--- config.mk ---
export PLATFORM = sky130hd
export DESIGN_NAME = dma_uart_ctrl
export DESIGN_NICKNAME = d
export VERILOG_FILES = /design/src/rtl/dma_uart_ctrl_pkg.sv /design/src/rtl/dma_uart_regs.sv /design/src/rtl/dma_uart_ctrl.sv
export SDC_FILE = /design/constraint.sdc
export NUM_CORES = 1
export LEC_CHECK = 0
export CELL_PAD_IN_SITES_DETAIL_PLACEMENT = 0
export CELL_PAD_IN_SITES_GLOBAL_PLACEMENT = 1
export CORE_MARGIN = 4
export CORE_UTILIZATION = 34
export CTS_CLUSTER_DIAMETER = 30
export DETAILED_ROUTE_END_ITERATION = 12
export PLACE_DENSITY = 0.77
export SYNTH_ARGS = -nofsm -noshare
export SYNTH_HDL_FRONTEND = slang
export SYNTH_SLANG_ARGS = --single-unit
--- constraint.sdc ---
create_clock -name clock -period 2.4 [get_ports clock]
set_input_delay 0.36 -clock clock [delete_from_list [all_inputs] [get_ports clock]]
set_output_delay 0.36 -clock clock [all_outputs]
set_load 0.05 [all_outputs]
--- src/rtl/dma_uart_ctrl_pkg.sv ---
// rtl/dma_uart_ctrl_pkg.sv - shared DMA-to-UART register map, base address and FSM encoding
package dma_uart_ctrl_pkg;

  localparam logic [31:0] DMA_UART_ADDR = 32'h8000_0400;

  localparam logic [5:0] REG_DATA_OFS = 6'h00;
  localparam logic [5:0] REG_MODE_OFS = 6'h10;
  localparam logic [5:0] REG_EOT_OFS  = 6'h20;

  localparam int EOT_DONE_BIT   = 0;
  localparam int EOT_BUSY_BIT   = 1;
  localparam int MODE_ABORT_BIT = 31;

  typedef enum logic [2:0] {
    ST_IDLE    = 3'd0,
    ST_FETCH   = 3'd1,
    ST_LATCH   = 3'd2,
    ST_SEND    = 3'd3,
    ST_WAIT_TX = 3'd4,
    ST_DONE    = 3'd5
  } dma_state_t;

  function automatic logic [1:0] reg_sel(input logic [5:0] ofs);
    return ofs[5:4];
  endfunction

endpackage

--- src/rtl/dma_uart_regs.sv ---
// rtl/dma_uart_regs.sv - DMA-to-UART register file, read mux, start/abort/clear strobes
// Optional abort on MODE bit31 while busy: DMA_UART_ABORT_EN
module dma_uart_regs
  import dma_uart_ctrl_pkg::*;
#(
  parameter int ADDR_WIDTH = 32,
  parameter int DATA_WIDTH = 32,
  parameter int LEN_WIDTH  = 16
) (
  input  logic                  clock,
  input  logic                  reset,
  input  logic                  cfg_ce,
  input  logic                  cfg_we,
  input  logic [ADDR_WIDTH-1:0] cfg_addr,
  input  logic [DATA_WIDTH-1:0] cfg_wdata,
  output logic [DATA_WIDTH-1:0] cfg_rdata,
  input  logic                  idle,
  input  logic                  count_dec,
  input  logic                  set_done,
  output logic [ADDR_WIDTH-1:0] src_addr,
  output logic [LEN_WIDTH-1:0]  count,
  output logic                  done,
  output logic                  start,
  output logic                  abort
);

  logic [ADDR_WIDTH-3:0] src_q;
  logic [LEN_WIDTH-1:0]  count_q;
  logic                  done_q;
  logic                  wr, wr_data, wr_mode, wr_eot;
  logic [1:0]            sel;
  logic                  unused_bits;

  assign sel     = cfg_addr[5:4];
  assign wr      = cfg_ce & cfg_we;
  assign wr_data = wr && (sel == reg_sel(REG_DATA_OFS));
  assign wr_mode = wr && (sel == reg_sel(REG_MODE_OFS));
  assign wr_eot  = wr && (sel == reg_sel(REG_EOT_OFS));
  assign start   = wr_mode && idle && (cfg_wdata[LEN_WIDTH-1:0] != '0);

`ifdef DMA_UART_ABORT_EN
  assign abort = wr_mode && !idle && cfg_wdata[MODE_ABORT_BIT];
`else
  assign abort = 1'b0;
`endif

  assign src_addr    = {src_q, 2'b00};
  assign count       = count_q;
  assign done        = done_q;
  assign unused_bits = ^{cfg_addr[ADDR_WIDTH-1:6], cfg_addr[3:0],
                         cfg_wdata[DATA_WIDTH-1:LEN_WIDTH], cfg_wdata[1:0]};

  always_ff @(posedge clock) begin
    if (reset) begin
      src_q   <= '0;
      count_q <= '0;
      done_q  <= 1'b0;
    end else begin
      if (wr_data && idle) src_q <= cfg_wdata[ADDR_WIDTH-1:2];
      if (start) count_q <= cfg_wdata[LEN_WIDTH-1:0];
      else if (count_dec) count_q <= count_q - LEN_WIDTH'(1);
      // completion beats a coincident clear so an EOT can never be lost
      if (set_done) done_q <= 1'b1;
      else if (wr_eot) done_q <= 1'b0;
    end
  end

  always_comb begin
    cfg_rdata = '0;
    if (sel == reg_sel(REG_DATA_OFS)) begin
      cfg_rdata = DATA_WIDTH'(src_addr);
    end else if (sel == reg_sel(REG_MODE_OFS)) begin
      cfg_rdata = DATA_WIDTH'(count_q);
    end else if (sel == reg_sel(REG_EOT_OFS)) begin
      cfg_rdata[EOT_DONE_BIT] = done_q;
      cfg_rdata[EOT_BUSY_BIT] = !idle;
    end
  end

endmodule

--- src/rtl/dma_uart_ctrl.sv ---
// rtl/dma_uart_ctrl.sv - memory-to-UART DMA sequencer; fetches words and streams bytes big-endian
module dma_uart_ctrl
  import dma_uart_ctrl_pkg::*;
#(
  parameter int ADDR_WIDTH = 32,
  parameter int DATA_WIDTH = 32,
  parameter int LEN_WIDTH  = 16
) (
  input  logic                  clock,
  input  logic                  reset,
  input  logic                  cfg_ce,
  input  logic                  cfg_we,
  input  logic [ADDR_WIDTH-1:0] cfg_addr,
  input  logic [DATA_WIDTH-1:0] cfg_wdata,
  output logic [DATA_WIDTH-1:0] cfg_rdata,
  output logic                  dma_mode,
  output logic                  dma_write,
  output logic                  mem_ce,
  output logic [ADDR_WIDTH-1:0] mem_addr,
  input  logic [DATA_WIDTH-1:0] mem_rdata,
  output logic [7:0]            uart_data,
  output logic                  uart_start,
  input  logic                  uart_busy,
  output logic                  eot_irq
);

  dma_state_t            state_q, state_d;
  logic [ADDR_WIDTH-1:0] ptr_q;
  logic [DATA_WIDTH-1:0] buf_q;
  logic [1:0]            byte_idx_q;
  logic                  first_q, abort_pend_q, abort_req;
  logic [ADDR_WIDTH-1:0] src_addr;
  logic [LEN_WIDTH-1:0]  count;
  logic                  done, start, abort, count_dec, set_done;

  dma_uart_regs #(
    .ADDR_WIDTH(ADDR_WIDTH), .DATA_WIDTH(DATA_WIDTH), .LEN_WIDTH(LEN_WIDTH)
  ) u_regs (
    .clock(clock), .reset(reset), .cfg_ce(cfg_ce), .cfg_we(cfg_we),
    .cfg_addr(cfg_addr), .cfg_wdata(cfg_wdata), .cfg_rdata(cfg_rdata),
    .idle(state_q == ST_IDLE), .count_dec(count_dec), .set_done(set_done),
    .src_addr(src_addr), .count(count), .done(done), .start(start), .abort(abort)
  );

  assign abort_req = abort | abort_pend_q;

  always_ff @(posedge clock) begin
    if (reset) begin
      state_q      <= ST_IDLE;
      ptr_q        <= '0;
      buf_q        <= '0;
      byte_idx_q   <= '0;
      first_q      <= 1'b0;
      abort_pend_q <= 1'b0;
    end else begin
      state_q <= state_d;
      first_q <= (state_q == ST_SEND) && (state_d == ST_WAIT_TX);
      if (start) begin
        ptr_q      <= src_addr;
        byte_idx_q <= '0;
      end
      if (state_q == ST_LATCH) begin
        buf_q <= mem_rdata;
        ptr_q <= ptr_q + ADDR_WIDTH'(4);
      end
      if (state_q == ST_WAIT_TX && state_d == ST_FETCH) byte_idx_q <= '0;
      else if (state_q == ST_WAIT_TX && state_d == ST_SEND) byte_idx_q <= byte_idx_q + 2'd1;
      // an abort landing in LATCH or busy WAIT_TX is held until it can be honoured
      if (state_q == ST_DONE) abort_pend_q <= 1'b0;
      else if (abort) abort_pend_q <= 1'b1;
    end
  end

  always_comb begin
    state_d = state_q;
    case (state_q)
      ST_IDLE:    if (start) state_d = ST_FETCH;
      ST_FETCH:   state_d = abort_req ? ST_DONE : ST_LATCH;
      ST_LATCH:   state_d = ST_SEND;
      ST_SEND: begin
        if (abort_req) state_d = ST_DONE;
        else if (!uart_busy) state_d = ST_WAIT_TX;
      end
      ST_WAIT_TX: begin
        // uart_busy only rises the cycle after uart_start, so the first cycle is skipped
        if (!first_q && !uart_busy) begin
          if (abort_req || count == '0) state_d = ST_DONE;
          else if (byte_idx_q == 2'd3) state_d = ST_FETCH;
          else state_d = ST_SEND;
        end
      end
      ST_DONE:    state_d = ST_IDLE;
      default:    state_d = ST_IDLE;
    endcase
  end

  always_comb begin
    dma_mode   = (state_q != ST_IDLE);
    dma_write  = (state_q == ST_SEND) || (state_q == ST_WAIT_TX);
    mem_ce     = (state_q == ST_FETCH);
    mem_addr   = (state_q == ST_FETCH) ? ptr_q : '0;
    uart_start = (state_q == ST_SEND) && !uart_busy && !abort_req;
    uart_data  = uart_start ? buf_q[{~byte_idx_q, 3'b000} +: 8] : 8'h00;
    count_dec  = uart_start;
    set_done   = (state_q == ST_DONE);
    eot_irq    = done;
  end

endmodule

==> results.cfg <==
[floorplan]
io_pins = 178
dieWidth_um = 139
fp.coreArea_um2 = 16700
die_h_um = 139
dieArea_um2 = 19400
start_util_pct = 35.0
std_cell_rows = 47

[clock_tree]
cts_tree = done
clock_path_buffers = 2
clk_latency_ns = 0.42
hold_buffers = 0
cts.clk_slew.worst_paths_ns = 0.06
root_buffer = clkbuf_16
numCtsBuffers = 17
htree_num_levels = 4
clock_sinks = 115

[route]
ant_nets = 0
finalWirelength_um = 19500
drc = 0
drt_pre_antenna_iters = 6
vias = 6141
drtIter0Drc = 436
post_drt_wl_per_cell_um = 16.7
viasPerCell = 5.25

[timing]
timing.fmax_mhz = 444
hold_slack_ns = 0.292
rsz0062_at_grt = false
setup_ws_ns = 0.148
setup-violations-final = 0
final-hold-violation-count = 0
finalSetupTns_ns = 0
relSlewSlack_pct = 57.4
period_share_pct = 93.8
slew_viol_final = 0
finalClockSkew_ns = 0.00576
tightest_slew_ns = 0.634
period_needed_ns = 2.25

[finish]
postLayoutCellArea_um2 = 9230
drive_gt1_share_pct = 20.1
final_cells = 1169
diodes = 0
fillCellCount = 1591
layout_common_cells = 159 x nand2_1, 114 x dfxtp_1, 109 x a21oi_1, 76 x buf_12, 70 x clkdlybuf4s50_1
utilization_pct = 55.2
final_nets = 1040
layout_commonest_cell = nand2_1
syn2layout_area_growth_pct = 57.7
multiInputGateArea_um2 = 3310
seqCellArea_um2 = 2300

[synthesis]
yosys_warnings = 0
syn_area_um2 = 5850
async_flop_share_pct = 0
synth_enable_flop_cells = 0
synth_cell_types = 53
synthFlopType = dfxtp_1
ys_seq_elements = 115
syn_area_per_cell_um2 = 7.67
syn_inst = 763
yosysSeqAreaShare_pct = 39.3

[grt]
grt_max_degree = 52
grt_pass1_wl_um = 31200
use_met1_pct = 25.5
antenna_found_initial = 0
grt_pass1_vias = 5909
use_met2_pct = 33.2
use_met3_pct = 5.55
overflow = 0
grtUsageTotal_pct = 20.0
top_usage_layer = met2

[setup_path]
slowest_stage = dfxtp_1
path_class = flip-flop to output port
arrival_ns = 1.89
critPathRequiredTime_ns = 2.04
timing.critical_path.fanout_max = 11
start_kind = flip-flop
end_kind = output port
cpPeakStageDelay_ns = 0.30
rr_worst_depth = 8
path_common_cell = buf_4
path_cells = buf_4 > and2b_1 > nand3b_1 > inv_2 > buf_4 > and2_1 > buf_12

[run]
maxCapViolCount = 0

[outcome]
status = finished, final reports clean

[pwr]
finalPower_mw = 5.25
p_leak_nw = 3.38
cellPowerDensity_nw_per_um2 = 569
peakVddDrop_mv = 0.520

[placement]
port_buffers = 145
dp_hpwl_um = 14000
placed_cell_area_um2 = 8600
dp.cells = 1136
pre_cts_ws_ns = 0.110
gp_congestion = 0.852

[hold_path]
hp-class = input pin to flip-flop
whs_path_depth = 2
[path summary, 6_finish.rpt]
kind,start,endpoint,slack (ns)
setup reg to reg,state_q[0],u_regs.count[8],0.19
hold / removal,reset,first_q,0.29
hold reg to reg,buf_q[9],buf_q[9],0.45
setup / recovery,state_q[2],uart_data[7],0.15
[power breakdown]
part           total [mW]  internal [mW]  switching, mW
sequential           2.01           1.97         0.0465
combinational       0.624          0.292          0.332
clock                2.62           1.67          0.948
total                5.25           3.93           1.33
[sequential cells by signal, summed over array words and instances (netlist names)]
| signal | flops |
|---|---|
| first_q | 1 |
| u_regs.done | 1 |
| byte_idx_q | 2 |
| u_regs.src_q | 30 |
| state_q | 3 |
| buf_q | 32 |
| u_regs.count | 16 |
| ptr_q | 30 |
[logic make-up (layout without fill, tap and decap cells)]
logic type | Yosys count | in the layout | share of synthesized area, %
AND/OR/NAND/NOR | 369 | 369 | 30.8
adder cells (fa/ha/maj) | 3 | 3 | 0.642
buffers and inverters | 64 | 249 | 4.51
AO/OA/AOI/OAI | 185 | 185 | 18.5
XOR/XNOR | 3 | 3 | 0.449
multiplexers | 23 | 23 | 5.65
other | 1 | 2 | 0.0641
flip-flops | 115 | 115 | 39.3
[routing by layer]
metal,up-vias,wire length [µm]
met4,0,301
met1,2863,8640
met3,23,1290
met2,196,9260
met5,-,0
li1,3059,-
[synthesized netlist by cell type, drive strengths merged, types with 4 or more instances]
| cell type | instances | area [µm²] |
|---|---|---|
| a211oi | 8 | 60.1 |
| a21oi | 109 | 546 |
| a22oi | 4 | 30.0 |
| a2bb2oi | 5 | 43.8 |
| a31oi | 14 | 87.6 |
| and2 | 57 | 357 |
| and3 | 5 | 31.3 |
| buf | 14 | 76.3 |
| clkbuf | 41 | 154 |
| dfxtp | 115 | 2300 |
| inv | 9 | 33.8 |
| mux2i | 15 | 150 |
| mux4 | 8 | 180 |
| nand2 | 159 | 597 |
| nand2b | 4 | 25.0 |
| nand3 | 23 | 115 |
| nand4 | 16 | 100 |
| nor2 | 49 | 184 |
| nor3 | 13 | 70.1 |
| nor4 | 18 | 140 |
| o211ai | 9 | 67.6 |
| o21ai | 14 | 70.1 |
| o22ai | 4 | 25.0 |
| o311ai | 4 | 35.0 |
| or3 | 10 | 62.6 |
| or4 | 5 | 41.3 |
[layout make-up]
cell class,instances,area share [%]
clock buffer,18,4.76
inverter,9,0.366
multi-input combinational,585,35.8
sequential,115,25.0
timing repair buffer,208,29.2
tap,220,2.98
clock inverter,14,1.93
[worst max-delay path, delay by kind of cell, from the launching register on]
kind,cells,cell delay (ns)
and+or+nand+nor,3,0.61
buffers and inverters,4,0.56
DFF,1,0.30
[repair_timing]
item                                    in CTS  in global routing
buffers inserted                             0                  1
endpoints found under the setup margin       8                 11
gates resized for setup                      2                  2
endpoints found under the hold margin        0                  0
No activity file was read; power rests on OpenSTA's default activity.
